$ cat src/rtl/mem_arb_pkg.sv
// Shared types and constants for the result-memory port arbiter.
package mem_arb_pkg;

    // Default memory geometry: 256 words of 32 bits.
    localparam int ADDR_W = 8;
    localparam int DATA_W = 32;

    // Encoding of the request/memory direction bit.
    localparam logic RW_WRITE = 1'b1;
    localparam logic RW_READ  = 1'b0;

    // Every access is sequenced as IDLE (arbitrate) -> ACCESS -> RESP.
    typedef enum logic [1:0] {
        IDLE   = 2'd0,
        ACCESS = 2'd1,
        RESP   = 2'd2
    } state_e;

endpackage

$ cat src/rtl/mem_port_arbiter_if.sv
// Bundle of requester-side and memory-side signals around the arbiter.
// The master side is the requesters plus the memory; the slave side is the arbiter.
interface mem_port_arbiter_if #(
    parameter int NREQ   = 2,
    parameter int ADDR_W = mem_arb_pkg::ADDR_W,
    parameter int DATA_W = mem_arb_pkg::DATA_W
) ();

    logic [NREQ-1:0]        Req;
    logic [NREQ-1:0]        ReqRW;
    logic [NREQ*ADDR_W-1:0] ReqAddr;
    logic [NREQ*DATA_W-1:0] ReqWData;
    logic [NREQ-1:0]        Gnt;
    logic [NREQ-1:0]        Done;
    logic [DATA_W-1:0]      RData;
    logic                   Busy;
    logic                   MemAccess;
    logic                   MemRW;
    logic [ADDR_W-1:0]      MemAddr;
    logic [DATA_W-1:0]      MemWData;
    logic [DATA_W-1:0]      MemRData;

    modport master (
        output Req, ReqRW, ReqAddr, ReqWData, MemRData,
        input  Gnt, Done, RData, Busy, MemAccess, MemRW, MemAddr, MemWData
    );

    modport slave (
        input  Req, ReqRW, ReqAddr, ReqWData, MemRData,
        output Gnt, Done, RData, Busy, MemAccess, MemRW, MemAddr, MemWData
    );

endinterface

$ cat src/rtl/rr_picker.sv
// Combinational round-robin pick: first set request at or above ptr_i,
// searching upward modulo NREQ.
module rr_picker #(
    parameter int NREQ  = 2,
    parameter int PTR_W = 1
) (
    input  logic [NREQ-1:0]  req_i,
    input  logic [PTR_W-1:0] ptr_i,
    output logic [PTR_W-1:0] idx_o,
    output logic             valid_o
);

    logic [PTR_W-1:0] cand;

    // Scan offsets from farthest to nearest so the nearest set request wins.
    always_comb begin
        // NOTE: every output of a combinational block gets a default first, so no path can infer a latch.
        idx_o   = '0;
        valid_o = 1'b0;
        cand    = '0;
        for (int i = NREQ - 1; i >= 0; i--) begin
            cand = PTR_W'((int'(ptr_i) + i) % NREQ);
            if (req_i[cand]) begin
                idx_o   = cand;
                valid_o = 1'b1;
            end
        end
    end

endmodule

$ cat src/rtl/mem_port_arbiter.sv
// Round-robin arbiter owning the single-port result memory. Each winner gets
// one ACCESS cycle, one RESP cycle for the registered read data, then a Done pulse.
module mem_port_arbiter #(
    parameter int NREQ   = 2,
    parameter int ADDR_W = mem_arb_pkg::ADDR_W,
    parameter int DATA_W = mem_arb_pkg::DATA_W
) (
    input logic               Clk,
    input logic               Reset,
    mem_port_arbiter_if.slave bus
);

    import mem_arb_pkg::*;

    localparam int PTR_W = (NREQ > 1) ? $clog2(NREQ) : 1;

    state_e              state_q, state_d;
    logic [PTR_W-1:0]    ptr_q, ptr_d;
    logic [PTR_W-1:0]    owner_q, owner_d;
    logic                rw_q, rw_d;
    logic [ADDR_W-1:0]   addr_q, addr_d;
    logic [DATA_W-1:0]   wdata_q, wdata_d;
    logic [DATA_W-1:0]   rdata_q, rdata_d;
    logic [NREQ-1:0]     done_q, done_d;
    logic [NREQ-1:0]     gnt;
    logic [PTR_W-1:0]    win_idx;
    logic                win_valid;

    rr_picker #(
        .NREQ  (NREQ),
        .PTR_W (PTR_W)
    ) u_picker (
        .req_i   (bus.Req),
        .ptr_i   (ptr_q),
        .idx_o   (win_idx),
        .valid_o (win_valid)
    );

    // Next-state, request latching and per-state outputs.
    always_comb begin
        state_d = state_q;
        ptr_d   = ptr_q;
        owner_d = owner_q;
        rw_d    = rw_q;
        addr_d  = addr_q;
        wdata_d = wdata_q;
        rdata_d = rdata_q;
        done_d  = '0;
        gnt     = '0;
        unique case (state_q)
            IDLE: begin
                if (win_valid) begin
                    state_d = ACCESS;
                    owner_d = win_idx;
                    rw_d    = bus.ReqRW[win_idx];
                    addr_d  = bus.ReqAddr[int'(win_idx)*ADDR_W +: ADDR_W];
                    wdata_d = bus.ReqWData[int'(win_idx)*DATA_W +: DATA_W];
                    ptr_d   = PTR_W'((int'(win_idx) + 1) % NREQ);
                end
            end
            ACCESS: begin
                gnt[owner_q] = 1'b1;
                state_d      = RESP;
            end
            RESP: begin
                // The memory registers its read data, so it is only valid here.
                done_d[owner_q] = 1'b1;
                if (rw_q == RW_READ) begin
                    rdata_d = bus.MemRData;
                end
                state_d = IDLE;
            end
            default: state_d = IDLE;
        endcase
    end

    // State and datapath registers; reset abandons any transaction in flight.
    always_ff @(posedge Clk or negedge Reset) begin
        if (!Reset) begin
            state_q <= IDLE;
            ptr_q   <= '0;
            owner_q <= '0;
            rw_q    <= RW_READ;
            addr_q  <= '0;
            wdata_q <= '0;
            rdata_q <= '0;
            done_q  <= '0;
        end else begin
            // NOTE: sequential state uses non-blocking assignments so every register samples pre-edge values.
            state_q <= state_d;
            ptr_q   <= ptr_d;
            owner_q <= owner_d;
            rw_q    <= rw_d;
            addr_q  <= addr_d;
            wdata_q <= wdata_d;
            rdata_q <= rdata_d;
            done_q  <= done_d;
        end
    end

    assign bus.Gnt       = gnt;
    assign bus.Done      = done_q;
    assign bus.RData     = rdata_q;
    assign bus.Busy      = (state_q != IDLE);
    assign bus.MemAccess = (state_q == ACCESS);
    assign bus.MemRW     = rw_q;
    assign bus.MemAddr   = addr_q;
    assign bus.MemWData  = wdata_q;

endmodule

$ cat src/flat_wrapper.sv
// flat-port wrapper written by rule: the top's interface ports become plain ports
module mem_port_arbiter_flat import mem_arb_pkg::*;
#(
    parameter int NREQ   = 2,
    parameter int ADDR_W = mem_arb_pkg::ADDR_W,
    parameter int DATA_W = mem_arb_pkg::DATA_W
)
  (Clk, Reset, bus_Req, bus_ReqRW, bus_ReqAddr, bus_ReqWData, bus_MemRData, bus_Gnt, bus_Done, bus_RData, bus_Busy, bus_MemAccess, bus_MemRW, bus_MemAddr, bus_MemWData);
  mem_port_arbiter_if #(.NREQ(NREQ), .ADDR_W(ADDR_W), .DATA_W(DATA_W)) bus_i ();
  input logic Clk;
  input logic Reset;
  input wire logic [$bits(bus_i.Req)-1:0] bus_Req;
  input wire logic [$bits(bus_i.ReqRW)-1:0] bus_ReqRW;
  input wire logic [$bits(bus_i.ReqAddr)-1:0] bus_ReqAddr;
  input wire logic [$bits(bus_i.ReqWData)-1:0] bus_ReqWData;
  input wire logic [$bits(bus_i.MemRData)-1:0] bus_MemRData;
  output wire logic [$bits(bus_i.Gnt)-1:0] bus_Gnt;
  output wire logic [$bits(bus_i.Done)-1:0] bus_Done;
  output wire logic [$bits(bus_i.RData)-1:0] bus_RData;
  output wire logic [$bits(bus_i.Busy)-1:0] bus_Busy;
  output wire logic [$bits(bus_i.MemAccess)-1:0] bus_MemAccess;
  output wire logic [$bits(bus_i.MemRW)-1:0] bus_MemRW;
  output wire logic [$bits(bus_i.MemAddr)-1:0] bus_MemAddr;
  output wire logic [$bits(bus_i.MemWData)-1:0] bus_MemWData;
  assign bus_i.Req = bus_Req;
  assign bus_i.ReqRW = bus_ReqRW;
  assign bus_i.ReqAddr = bus_ReqAddr;
  assign bus_i.ReqWData = bus_ReqWData;
  assign bus_i.MemRData = bus_MemRData;
  assign bus_Gnt = bus_i.Gnt;
  assign bus_Done = bus_i.Done;
  assign bus_RData = bus_i.RData;
  assign bus_Busy = bus_i.Busy;
  assign bus_MemAccess = bus_i.MemAccess;
  assign bus_MemRW = bus_i.MemRW;
  assign bus_MemAddr = bus_i.MemAddr;
  assign bus_MemWData = bus_i.MemWData;
  mem_port_arbiter #(.NREQ(NREQ), .ADDR_W(ADDR_W), .DATA_W(DATA_W)) u_core (.Clk(Clk), .Reset(Reset), .bus(bus_i));
endmodule
$ cat config.mk
export PLATFORM = sky130hd
export DESIGN_NAME = mem_port_arbiter_flat
export DESIGN_NICKNAME = d
export VERILOG_FILES = /design/src/rtl/mem_arb_pkg.sv /design/src/rtl/mem_port_arbiter_if.sv /design/src/rtl/rr_picker.sv /design/src/rtl/mem_port_arbiter.sv /design/src/flat_wrapper.sv
export SDC_FILE = /design/constraint.sdc
export NUM_CORES = 1
export LEC_CHECK = 0
export CAP_MARGIN = 20
export CORE_UTILIZATION = 42
export DETAILED_ROUTE_END_ITERATION = 6
export PLACE_DENSITY = 0.87
export SETUP_SLACK_MARGIN = 0.15
export SKIP_LAST_GASP = 1
export SLEW_MARGIN = 30
export SYNTH_ARGS = -nofsm -noshare
export SYNTH_HDL_FRONTEND = slang
export SYNTH_HIERARCHICAL = 1
export SYNTH_SLANG_ARGS = --single-unit
$ cat constraint.sdc
create_clock -name Clk -period 3.5 [get_ports Clk]
set_input_delay 0.525 -clock Clk [delete_from_list [all_inputs] [get_ports Clk]]
set_output_delay 0.525 -clock Clk [all_outputs]
set_load 0.005 [all_outputs]
Yosys cells after proc, flatten, opt, wreduce, memory -nomap -nowiden
Index checks and enable logic that the tools add are counted.

Bits of input ports: 118. Word-level logic and storage cells: 42. Output and inout port bits: 79. Register bits after elaboration: 79.

Shift-type cells: 2. Multiplexer cells: 16. Order comparisons: 5. Add/subtract/negate cells: 2. Bitwise operators: 1. Eq/ne operators: 3. Reductions and logical operators: 5.

Operators by type and width (count): $shiftx 64x7->32 (1); $shiftx 16x5->8 (1); $mux 1 (11); $lt 1x2->1 const B (4); $mux 2 (3); $pmux 2 s2 (1); $reduce_and 2->1 (2); $add 1x1->1 const B (2); $eq 2x1->1 const B (1); $eq 2x2->1 const B (1); $logic_not 2->1 (1); $ne 2x2->1 const B (1); $reduce_bool 2->1 (1); $demux 1 s1 (1); $ge 1x1->1 const B (1); $logic_and 1x1->1 (1); $not 1->1 (1).

Logic depth before layout (Yosys ltp)
Gate-level depths: netlist (run 1).

Word-level depth: 7. Mapped depth: 6. Depth with buffers taken out: 4.

Cells and area by module
The synthesis (run 1) kept the hierarchy.

Modules (own cells, without submodules): mem_port_arbiter (seq. area each 1976.9 um^2, area an instance 3505.9 um^2, times used 1, cells each 218); rr_picker (seq. area each 0.0 um^2, area an instance 17.5 um^2, times used 1, cells each 3).

Worst setup path before layout (run 1)
OpenSTA, ideal clock, no wires.

Kind: input to register. Start: input port bus_Req[1]. End: register u_core.addr_q[0] (netlist: u_core/bus.MemAddr[0]). Buffers on the path: 2. Data arrival time: 1561 ps. Required time: 3375 ps. Setup slack: 1814 ps. Stages on the path: 5. Cells stage by stage: a21boi_1 buf_6 buf_4 mux2_2 mux2_2.

Cells in the longest elaborated chain, start to end: 5. Elaborated cells between the ends (all ways): 10. Those cells by class: shift (1); mux (8); reduce/logical (1).

RTL lines: from (decl) (line flat_wrapper.sv:12) `input wire logic [$bits(bus_i.Req)-1:0] bus_Req;`; $mux 1 (implied by the code) (2 in a row) (line rr_picker.sv:23) `if (req_i[cand]) begin`; $mux 1 (2 in a row) (line rr_picker.sv:23); $shiftx 16x5->8 / $reduce_and 2->1 (equally long branches); to (signal assigned) (line mem_port_arbiter.sv:94) `addr_q <= addr_d;`; to (decl) (line mem_port_arbiter.sv:21) `logic [ADDR_W-1:0] addr_q, addr_d;`.

Parallel ways exist; a longest one is shown, timed or not. The select of a mux whose other input is x is not followed. A chain may end at the register's enable or synchronous reset.

Final worst setup path (run 1)
Start: register u_core.state_q[0]. End: output port bus_Gnt[0].

Cells in the longest elaborated chain, start to end: 2.

RTL lines: from (decl) (line mem_port_arbiter.sv:17) `state_e state_q, state_d;`; from (signal assigned) (line mem_port_arbiter.sv:90) `state_q <= state_d;`; $eq 2x1->1 (line mem_port_arbiter.sv:50) `unique case (state_q)`; $mux 2 (line mem_port_arbiter.sv:50); to (decl) (line flat_wrapper.sv:17) `output wire logic [$bits(bus_i.Gnt)-1:0] bus_Gnt;`.

No other way between the ends.

==> results list, run 1 <==
- The congestion estimate from routability-driven global placement came to 0.727.
- The die covers 0.00876 mm2.
* Die Height: 93.6 um
- The worst register-to-register path ends at u_core/bus.MemWData[31].
- Worst relative slew slack: 52.2%
* Simple logic cell fraction of the synthesized area: 2.49%
* Buffer cell driving the clock tree root: sky130_fd_sc_hd__clkbuf_8
- Between clock sinks in the finished design, the worst skew comes to 0.00980 ns.
- Max-Cap Viols: 0
* Placed cells: 513
- Share of the yosys chip area belonging to registers: 56.1%
* Number of vias in the routed layout: 2,550
- Data arrival time of the worst path: 1.73 ns
- Mux contribution to synthesized area: 37.1%
* Total CTS buffers: 9
- Setup Crit Path Kind: flip-flop to output pin
- Via density per instance: 4.82
- Summing the areas of all fa, ha and maj instances in the mapped netlist gives 0% of the synthesized area.
* Post-synthesis xor/xnor area fraction: 0%
- Buffering stage count on the worst path with inverters included: 1
* Initial DRT Pass Iterations: 4
- Source-to-sink clock delay at the later pin of the worst-skew pair: 0.34 ns
* Critical path, cell by cell: and2b_1 > nor2b_1 > clkdlybuf4s50_1
- Shortest clock period the worst path allows after layout: 2.25 ns
- Post-synthesis to final-layout area growth: 63.2%
* Top fanout value on the critical path: 7
- Clock tree from TritonCTS: done
* Worst-case vdd ir drop: 351 uV
* Data required time of the critical path: 2.97 ns
- Num rows: 33
- Final Non-Filler Cells: 529
- Syn Nets: 339
* Number of cell instances on the worst register-to-register path: 5
- Type of the worst min-delay path: input port to async pin
- Setup violations remaining at the end of the flow were counted as 0.
* Delay of the slowest cell on the worst path: 0.55 ns
- Total design power: 4.44 mW
- Synthesis produced 221 cells.
- Count of state elements after synthesis: 79
- Leak: 2.32 nW
- For this run, the total global-route usage over all layers was measured as 20.6%.
* Die Width: 93.6 um
* Post-CTS setup buffer count: 0
* Number of design rule violations left after detail routing: 0
- The slowest stage of the critical path is the sky130_fd_sc_hd__clkdlybuf4s50_1 cell.
- Number of DRC markers in iteration 0: 64
- In this run the standard cell core region covers 0.00818 mm2.
- Fraction of the cycle the final worst path needs: 64.4%
* Maximum buffer depth of the clock tree: 2
- Setup repair after global routing left no endpoint under its margin.
* Cell area after technology mapping: 0.00352 mm2
- Counting every sink on the clock net gives 79.
- The worst setup path is captured at an output pin.
* Total routed wirelength: 8.79 mm
- Final antenna diode count: 0
* Result of the run: finished, final reports clean
* Level count of the clock H-tree: 3
* Post-synth cell types: 18
- Number of antenna violations at the first check in global routing: 0
- Port buffering added 196 buffers.
- Average wire length per cell after detail routing: 16.6 um
- Number of nets with antenna violations after routing: 0
* Dominant combinational cell family by area after synthesis: multiplexers
- After clock tree synthesis, the clock-pin slew on the worst setup and hold paths is 0.09 ns.
- In the final design database the tool counted 537 nets.
- Kind of start point of the critical path: flip-flop
* Total gr overflow: 0
- A synthesized cell averages 15.9 um2.
- Dividing total power by cell area gives a power density of 772 mW/mm2.
- The wire-length estimate of the detail-placed layout is 6.52 mm.
- Setup TNS: 0 ns
- After clock tree synthesis, the flow added hold-fix buffers numbering 0.
- Final-report max-slew violation count: 0
- The first global-routing pass estimated 13.8 mm of wire.
* Starting utilization of the core area: 43.1%
- Number of global-route vias before repair: 2,791
- Number of top-level pins: 197
- Yosys warning total: 6
- Highest achievable clock rate: 444 MHz
- Flop-to-flop setup slack: 1.55 ns
- The startpoint identified for the worst register-to-register timing path is u_core/ptr_q.
- Hold violation total from the final report: 0
* Count of cells resized by post-cts repair: 0
* Share of cells above drive strength 1: 32.5%
- Entering global routing, the biggest net connects 80 pins.
- Share of the synthesized area in compound gates (AO/OA/AOI/OAI): 0.213%
- Slew @ Worst Pin: 0.716 ns
- Counting the fill cells in the layout gives 606.
- Family of cells with the greatest summed delay on the critical path: buffers and inverters
==> placed cells by master (no fill, tap or decap), types with 2 or more instances in the layout <==
master | synthesis | routed
sky130_fd_sc_hd__dfrtp_1 | 79 | 79
sky130_fd_sc_hd__clkbuf_8 | 0 | 10
sky130_fd_sc_hd__clkdlybuf4s50_1 | 0 | 195
sky130_fd_sc_hd__buf_4 | 3 | 3
sky130_fd_sc_hd__nor3b_4 | 1 | 2
sky130_fd_sc_hd__inv_1 | 2 | 2
sky130_fd_sc_hd__mux2_1 | 2 | 2
sky130_fd_sc_hd__and2b_1 | 2 | 2
sky130_fd_sc_hd__mux2_2 | 112 | 112
sky130_fd_sc_hd__clkinvlp_4 | 0 | 4
==> area by class of cell <==
| class | instances | area, um2 | area share (%) |
|---|---|---|---|
| Inverter | 2 | 7.51 | 0.131 |
| Clock inverter | 6 | 68.8 | 1.20 |
| Clock buffer | 10 | 138 | 2.39 |
| Multi-Input combinational cell | 127 | 1420 | 24.7 |
| Tap cell | 105 | 131 | 2.29 |
| Timing Repair Buffer | 200 | 2010 | 34.9 |
| Sequential cell | 79 | 1980 | 34.4 |
==> stage by stage <==
stage / utilization, % / hold slack (ns) / instance area [um2] / setup WS, ns
6_report: 70.3 / 0.190 / 5750 / 1.25
5_1_grt: 70.3 / 0.256 / 5750 / 1.13
4_1_cts: 70.3 / 0.230 / 5750 / 1.21
3_5_place_dp: 67.8 / 0.488 / 5540 / 0.894
3_3_place_gp: 67.8 / 0.468 / 5540 / 0.935
2_1_floorplan: - / 0.229 / 3520 / 1.81
==> registers in the layout, summed over array words and instances (netlist names) <==
register,count
u_core/bus.Done,2
u_core/bus.MemWData,32
u_core/owner_q,1
u_core/bus.MemAddr,8
u_core/ptr_q,1
u_core/bus.RData,32
u_core/state_q,2
u_core/bus.MemRW,1
==> power by group <==
| part | internal (mW) | switching, mW | leakage [nW] |
|---|---|---|---|
| combinational | 1.47 | 0.632 | 1.30 |
| sequential | 1.38 | 0.265 | 0.934 |
| clock | 0.351 | 0.339 | 0.0912 |
==> logic make-up (layout without fill, tap and decap cells) <==
logic type,Yosys count,after routing
multiplexers,116,116
AND/OR/NAND/NOR,10,10
AO/OA/AOI/OAI,1,1
flip-flops,79,79
buffers and inverters,15,218
==> worst register-to-register path, stage by stage (launching register included) <==
cell	delay [ns]
sky130_fd_sc_hd__dfrtp_1	0.35
sky130_fd_sc_hd__inv_1	0.07
sky130_fd_sc_hd__a21boi_4	0.52
sky130_fd_sc_hd__buf_12	0.27
sky130_fd_sc_hd__mux2_2	0.38
sky130_fd_sc_hd__mux2_2	0.27
==> synth_stat cells <==
library cell | count | share of area (%)
sky130_fd_sc_hd__or2_1 | 1 | 0.18
sky130_fd_sc_hd__nor3b_2 | 1 | 0.36
sky130_fd_sc_hd__nor2b_1 | 1 | 0.18
sky130_fd_sc_hd__mux2_2 | 112 | 36
sky130_fd_sc_hd__inv_1 | 2 | 0.21
sky130_fd_sc_hd__and2b_1 | 2 | 0.43
sky130_fd_sc_hd__mux2i_1 | 1 | 0.28
sky130_fd_sc_hd__buf_4 | 3 | 0.64
sky130_fd_sc_hd__dfrtp_1 | 79 | 56
sky130_fd_sc_hd__buf_6 | 10 | 3.2
sky130_fd_sc_hd__nor3b_1 | 1 | 0.21
sky130_fd_sc_hd__mux2_4 | 1 | 0.43
sky130_fd_sc_hd__nor3b_4 | 1 | 0.53
sky130_fd_sc_hd__and2_1 | 1 | 0.18
sky130_fd_sc_hd__or2_2 | 1 | 0.18
sky130_fd_sc_hd__a21boi_1 | 1 | 0.21
sky130_fd_sc_hd__and3b_1 | 1 | 0.25
sky130_fd_sc_hd__mux2_1 | 2 | 0.64
==> layer usage <==
layer	wire length (um)	part of all wire, %	track usage [%]
met2	4690	53	37.7
met4	173	2.0	9.36
met5	0	0	0
met1	3210	37	22.4
met3	712	8.1	4.96
==> how the worst max path moves through the flow <==
stage | startpoint | to | slack [ns] | cells past startpoint
4_1_cts | u_core/state_q[0] | bus_Gnt[0] | 1.21 | 3
6_report | u_core/state_q[0] | bus_Gnt[0] | 1.25 | 3
2_1_floorplan | bus_Req[1] | u_core/bus.MemAddr[0] | 1.81 | 5
3_5_place_dp | bus_Req[1] | u_core/bus.MemWData[29] | 0.89 | 5
3_3_place_gp | bus_Req[1] | u_core/bus.MemWData[3] | 0.93 | 5
5_1_grt | u_core/state_q[0] | bus_Gnt[0] | 1.13 | 3
Power figures use the tool's default switching activity.
==> run 2, diff against run 1 <==
Settings changed: CORE_UTILIZATION 42 to 35, PLACE_DENSITY 0.87 to 0.77.
Clock period 3.5 ns to 2 ns, I/O delays scaled along.
==> run 2 against run 1 <==
Power up 78%. Largest cell class unchanged. Cell area increased by 2.4%. Core utilization down 10 points. Global-route usage shrank 4.7 points.
==> results list, run 2 (synthesis results as in run 1) <==
- Result of the run: finished, final reports clean
- The share of final-layout standard cells stronger than drive strength 1 came to 33.3% (+0.71 points).
* Clock tree from TritonCTS: done
- The maximum number of pins on one net before global-route repair is 45 (-44%).
* Buffer cell driving the clock tree root: sky130_fd_sc_hd__clkbuf_8
- The worst-case headroom to the max-slew limit was 70.5% (+18 points).
- Leak: 2.41 nW (+3.6%)
- Crit path capture type: output pin
* Slew @ Worst Pin: 0.442 ns (-0.274 ns)
* Maximum buffer depth of the clock tree: 2 (unchanged)
- The setup skew after layout was 0.00841 ns (-0.00138 ns).
- Number of vias in the routed layout: 2,547 (-0.12%)
- Quantity of I/O buffers inserted on ports: 196 (unchanged)
- Leaving out fill and tap cells, the most frequent cell in the layout is sky130_fd_sc_hd__clkdlybuf4s50_1.
- The area of the multi-input gates was 0.00142 mm2 (unchanged).
- Routability congestion estimate from global placement: 0.679 (-6.6%)
- Final Setup Violations: 0 (unchanged)
- Final HPWL DP: 6.45 mm (-1.2%)
* Total CTS buffers: 9 (unchanged)
- Routed met2 length: 4.38 mm (-6.6%)
* Total gr overflow: 0 (unchanged)
* Worst-case vdd ir drop: 541 uV (+54%)
* Clock transition at the registers of the reported paths: 0.08 ns (about the same)
* Number of nets with antenna violations after routing: 0 (unchanged)
- Data arrival time of the worst path: 1.44 ns (-0.29 ns)
* Number of antenna violations at the first check in global routing: 0 (unchanged)
- The worst hold margin came to 0.427 ns (+0.237 ns).
- The count of max-cap constraint violations is 0 (unchanged).
* Post-synthesis to final-layout area growth: 67.0%
- The number of nets in the final layout came to 544 (+1.3%).
* Data required time of the critical path: 1.70 ns (-1.27 ns)
- Source-to-sink clock delay at the later pin of the worst-skew pair: 0.34 ns (about the same)
- Placed cells: 547 (+6.6%)
- Die Outline Area: 0.0105 mm2 (+20%)
- In the finished design, the share of the clock period the worst path needs comes to 87.0%.
- Setup repair after global routing left no endpoint under its margin.
- The register area was 0.00198 mm2 (unchanged).
- Net Sw Power: 2.11 mW (+71%)
* Combinational share of power: 47.5% (about the same)
- The total count of max-transition violations in the final report is 0 (unchanged).
- The accumulated negative setup slack was 0 ns (unchanged).
* Wire length on met1: 3.18 mm (-1.2%)
- The count of fill cells added during filler insertion is 802 (+32%).
- GR Util All Layers: 15.9% (-4.7 points)
- Total routed wirelength: 8.44 mm (-3.9%)
- The min-delay analysis places its worst path in the category input port to async pin.
- The height of the die is 102 um (+9.3%).
- Final antenna diode count: 0 (unchanged)
* Commonest cells after routing, fill and taps aside: sky130_fd_sc_hd__clkdlybuf4s50_1, sky130_fd_sc_hd__mux2_2, sky130_fd_sc_hd__dfrtp_1
- The vias per cell came to 4.52 (-6.1%).
* Number of cell instances on the worst register-to-register path: 5 (unchanged)
- Number of top-level pins: 197 (unchanged)
* Number of DRC markers in iteration 0: 28 (-56%)
- Number of design rule violations left after detail routing: 0 (unchanged)
- Kind of start point of the critical path: flip-flop
* Switching power as a share of total power: 26.8% (-1.1 points)
- The number of endpoints with negative hold slack in the final report came to 0 (unchanged).
- Initial DRT Pass Iterations: 3 (-1)
* Num rows: 36 (+9.1%)
- The effective utilization at floorplan is 36.0% (-7.1 points).
* Level count of the clock H-tree: 3 (unchanged)
* Top fanout value on the critical path: 6 (-1)
- For this run, the top clock speed supported by timing is 575 MHz.
- Clock tree sinks: 79 (unchanged)
- Top routing layer in use: met4
- The proportion of power drawn by flip-flops and latches is 35.7% (-1.4 points).
- The via count of the first global-routing pass was 2,646 (-5.2%).
- Core footprint: 0.00977 mm2 (+20%)
- The first-pass GRT wire length was 12.5 mm (-9.4%).
* Shortest clock period the worst path allows after layout: 1.74 ns
* Wire length on met3: 749 um (+5.2%)
* Final Non-Filler Cells: 563 (+6.4%)
* Part of the total power dissipated in the clock network: 16.8% (+1.2 points)
- The internal power came to 5.77 mW (+80%).
* Setup Crit Path Kind: flip-flop to output pin
* Average wire length per cell after detail routing: 15.0 um (-9.8%)
* Total power density per cell area: 1340 mW/mm2 (+74%)
* Die Width: 102 um (+9.3%)
- Post-CTS setup buffer count: 0 (unchanged)
==> run 2: through the flow <==
stage	cell area (um2)	power [mW]	util, %	setup slack, ns
after global routing	5880	8.37	60.2	0.202
after global placement	5660	6.58	57.9	0.0218
after floorplan	3520	4.48	-	0.492
final	5880	7.88	60.2	0.261
after CTS	5880	8.01	60.2	0.180
after detailed placement	5660	6.68	57.9	-0.0363
==> run 2: area by class of cell <==
type                            instances  share of cell area [%]
Clock buffer                           10                    2.34
Clock inverter                          5                    1.38
Inverter                                2                   0.128
Multi-Input combinational cell        127                    24.2
Sequential cell                        79                    33.6
Tap cell                              133                    2.83
Timing Repair Buffer                  207                    35.6
==> run 2: worst paths after layout <==
path | from | slack (ns) | endpoint
worst max-delay path | u_core/state_q[1] | 0.26 | bus_Busy
worst min-delay path | Reset | 0.43 | u_core/bus.RData[6]
worst max register to register | u_core/ptr_q | 0.40 | u_core/bus.MemWData[13]
worst min register to register | u_core/state_q[0] | 0.49 | u_core/bus.Done[0]
max in group asynchronous | Reset | 0.94 | u_core/bus.MemWData[23]
min in group Clk | u_core/state_q[0] | 0.49 | u_core/bus.Done[0]
==> run 2: what timing repair did <==
item	in CTS	in global routing
hold endpoints to repair	32	0
endpoints found under the setup margin	3	1
hold buffers	1	0
resized for setup	3	1
==> run 2: power by group through the flow <==
| stage | sequential (mW) | clock (mW) | combinational, mW |
|---|---|---|---|
| after floorplan | 2.91 | 0 | 1.57 |
| after global placement | 2.82 | 0 | 3.76 |
| after detailed placement | 2.86 | 0 | 3.82 |
| after CTS | 2.83 | 1.37 | 3.81 |
| after global routing | 2.93 | 1.44 | 4.00 |
| final | 2.82 | 1.32 | 3.74 |
==> run 2: worst max-delay path, stage by stage (launching register included) <==
cell	delay [ns]
sky130_fd_sc_hd__dfrtp_1	0.38
sky130_fd_sc_hd__buf_4	0.16
sky130_fd_sc_hd__or2_2	0.28
sky130_fd_sc_hd__dlygate4sd2_1	0.28
==> run 2: per-layer routing <==
layer  GRT usage (%)  vias up
met3            5.47       13
met1            16.6     1233
met2            29.2      108
met4            6.37        0
li1                -     1193
met5               0        -
==> run 3, diff against run 2 <==
Settings changed: GPL_TIMING_DRIVEN from default to 0.
==> run 3 against run 2 <==
Die area did not move. Sequential power barely moved. Power fell by 0.93%. Critical path depth rose by 3. Combinational power rose by 2%. Largest cell class unchanged. Sequential share of layout area barely moved. First-iteration DRC count fell by 29%. Largest power group unchanged. Register-to-register slack got worse by 0.07 ns.
==> results list, run 3 (synthesis results as in run 1) <==
- Hold violation total from the final report: 0 (unchanged)
- Kind of start point of the critical path: input port
* Met1 Use GR: 18.4% (+1.8 points)
- Met3 track demand over resource in global routing: 5.47% (unchanged)
- The final core utilization came to 60.3% (+0.12 points).
* Clock tree from TritonCTS: done
- Initial DRT Pass Iterations: 4 (+1)
* Buffer cell driving the clock tree root: sky130_fd_sc_hd__clkbuf_8
* Starting utilization of the core area: 36.0% (unchanged)
- The startpoint identified for the worst register-to-register timing path is u_core/ptr_q.
* Worst relative slew slack: 75.0% (+4.5 points)
- GR Util All Layers: 16.3% (+0.41 points)
- Shortest clock period the worst path allows after layout: 1.73 ns (-0.0130 ns)
- Setup repair after global routing left no endpoint under its margin.
- The number of buffer cells added on primary ports is 196 (unchanged).
- The share of final-layout standard cells stronger than drive strength 1 was 34.4% (+1.1 points).
* Total power density per cell area: 1320 mW/mm2 (-1.1%)
- The final global-route overflow total was 0 (unchanged).
* Data required time of the critical path: 2.22 ns (+0.52 ns)
* Leak: 2.43 nW (+0.71%)
- The total vias in the final route came to 2,575 (+1.1%).
- Met2 usage in global routing: 28.7% (-0.52 points)
- The number of buffers created by CTS was 9 (unchanged).
* Most common cell after layout, fill and taps aside: sky130_fd_sc_hd__clkdlybuf4s50_1
- Max-Cap Viols: 0 (unchanged)
- The total number of placement rows was 36 (unchanged).
- Delay of the slowest cell on the worst path: 0.46 ns (+0.08 ns)
- Routability congestion estimate from global placement: 0.649 (-4.3%)
* Data arrival time of the worst path: 1.94 ns (+0.50 ns)
* Result of the run: finished, final reports clean
- The total count of max-transition violations in the final report is 0 (unchanged).
* Final Setup Violations: 0 (unchanged)
- The number of antenna-violating nets in the routed design was 0 (unchanged).
- The floorplan core area was 0.00977 mm2 (unchanged).
* Placed cells: 551 (+0.73%)
* Final HPWL DP: 6.67 mm (+3.5%)
- Filler cell count: 847 (+5.6%)
- The vias per cell is 4.53 (about the same).
- The worst setup slack for register-to-register paths was 0.33 ns (-0.07 ns).
- Highest achievable clock rate: 579 MHz (+0.75%)
- The via count of the first global-routing pass is 2,652 (+0.23%).
- The period utilization was 86.3% (-0.65 points).
* Number of antenna violations at the first check in global routing: 0 (unchanged)
- Number of top-level pins: 197 (unchanged)
* Die Width: 102 um (unchanged)
* Source-to-sink clock delay at the later pin of the worst-skew pair: 0.34 ns (about the same)
- The full die area is 0.0105 mm2 (unchanged).
- Total routed wirelength: 8.52 mm (+0.95%)
* Total Nets Final: 550 (+1.1%)
* Number of design rule violations left after detail routing: 0 (unchanged)
- Type of the worst min-delay path: input port to async pin
* Top fanout value on the critical path: 10 (+4)
- Final antenna diode count: 0 (unchanged)
- The number of buffers between clock root and the deepest sink was 2 (unchanged).
- The critical path goes through clkdlybuf4s50_1 > a21boi_1 > buf_6 > buf_4 > mux2_2 > mux2_2.
- The global routing stage identified its most utilized layer as met2.
- The area growth from synthesis to layout is 67.3%.
- Worst-case vdd ir drop: 669 uV (+24%)
* Average wire length per cell after detail routing: 15.0 um (-0.12%)
* Top cell by count, worst path: sky130_fd_sc_hd__mux2_2
* Pin count of the biggest net entering global routing: 41 (-8.9%)
* Critical path's slowest cell: sky130_fd_sc_hd__clkdlybuf4s50_1
- The number of sinks handled by clock tree synthesis is 79 (unchanged).
* Slew @ Worst Pin: 0.375 ns (-0.0674 ns)
* Die Height: 102 um (unchanged)
* Final Non-Filler Cells: 569 (+1.1%)
- Number of DRC markers in iteration 0: 20 (-29%)
- Clock Skew: 0.00580 ns (-0.00261 ns)
- Critical path launch point: bus_Req[1]
* Level count of the clock H-tree: 3 (unchanged)
- Setup Crit Path Kind: input port to flip-flop
- STA classifies the critical path endpoint as a flip-flop.
* Commonest cells after routing, fill and taps aside: sky130_fd_sc_hd__clkdlybuf4s50_1, sky130_fd_sc_hd__mux2_2, sky130_fd_sc_hd__dfrtp_1
- The first-pass GRT wire length is 12.9 mm (+3.3%).
* Post-Route Hold Slack: 0.431 ns (+0.00359 ns)
* Clock transition at the registers of the reported paths: 0.08 ns (about the same)
-- run 3: cell count changes in the layout (fill, tap and decap cells not counted), sizes merged --
cell and delta:
buf +6, bufinv -1, clkinv +2, clkinvlp -1
-- run 3: final cells by class --
type                    count  area (um2)  area share (%)
plain buffers              13         135            2.29
clock buffers              10         138            2.33
clock inverters             5        57.6           0.976
inverters                   2        7.51           0.127
multi-input cells         127        1410            23.9
flip-flops and latches     79        1980            33.6
well taps                 133         166            2.82
repair buffers            200        2010            34.0
-- run 3: per-layer routing --
layer	routed length, um	vias to the layer above
li1	-	1212
met1	3320	1248
met2	4350	104
met3	720	11
met4	126	0
met5	0	-
-- run 3: repair_timing --
item,4_1_cts,5_1_grt
setup buffers,1,1
hold buffers,1,0
pin swaps,0,0
endpoints found under the hold margin,39,0
setup endpoints to repair,4,1
gates resized for setup,5,1
-- run 3: per-stage QoR --
stage | instance area, um2 | setup WS (ns) | setup TNS [ns] | power, mW
finish | 5900 | 0.274 | 0 | 7.81
detailed placement | 5670 | -0.0890 | -1.36 | 6.73
floorplan | 3520 | 0.492 | 0 | 4.48
CTS | 5890 | 0.182 | 0 | 7.94
global placement | 5650 | -2.18 | -172.56 | 6.61
global route | 5900 | 0.200 | 0 | 8.33
-- run 3: worst max-delay path, delay by kind of cell --
| family | cells | cell delay (ns) |
|---|---|---|
| buffers and inverters | 3 | 0.82 |
| muxes | 2 | 0.63 |
| AOI/OAI and AO/OA | 1 | 0.19 |
-- run 3: report_power, final --
part | total (mW) | switching [mW] | internal, mW | leakage, nW
clock network | 1.17 | 0.567 | 0.606 | 0.103
logic | 3.80 | 1.12 | 2.67 | 1.39
registers | 2.84 | 0.421 | 2.42 | 0.933
total | 7.81 | 2.11 | 5.70 | 2.43
-- run 3: final timing paths --
check | cells past startpoint | end
max | 6 | u_core/bus.MemAddr[4]
min | 2 | u_core/bus.RData[4]
max reg2reg | 6 | u_core/bus.MemAddr[4]
min reg2reg | 1 | u_core/bus.MemWData[10]
max in group asynchronous | 3 | u_core/state_q[0]
min in group Clk | 1 | u_core/bus.MemWData[10]
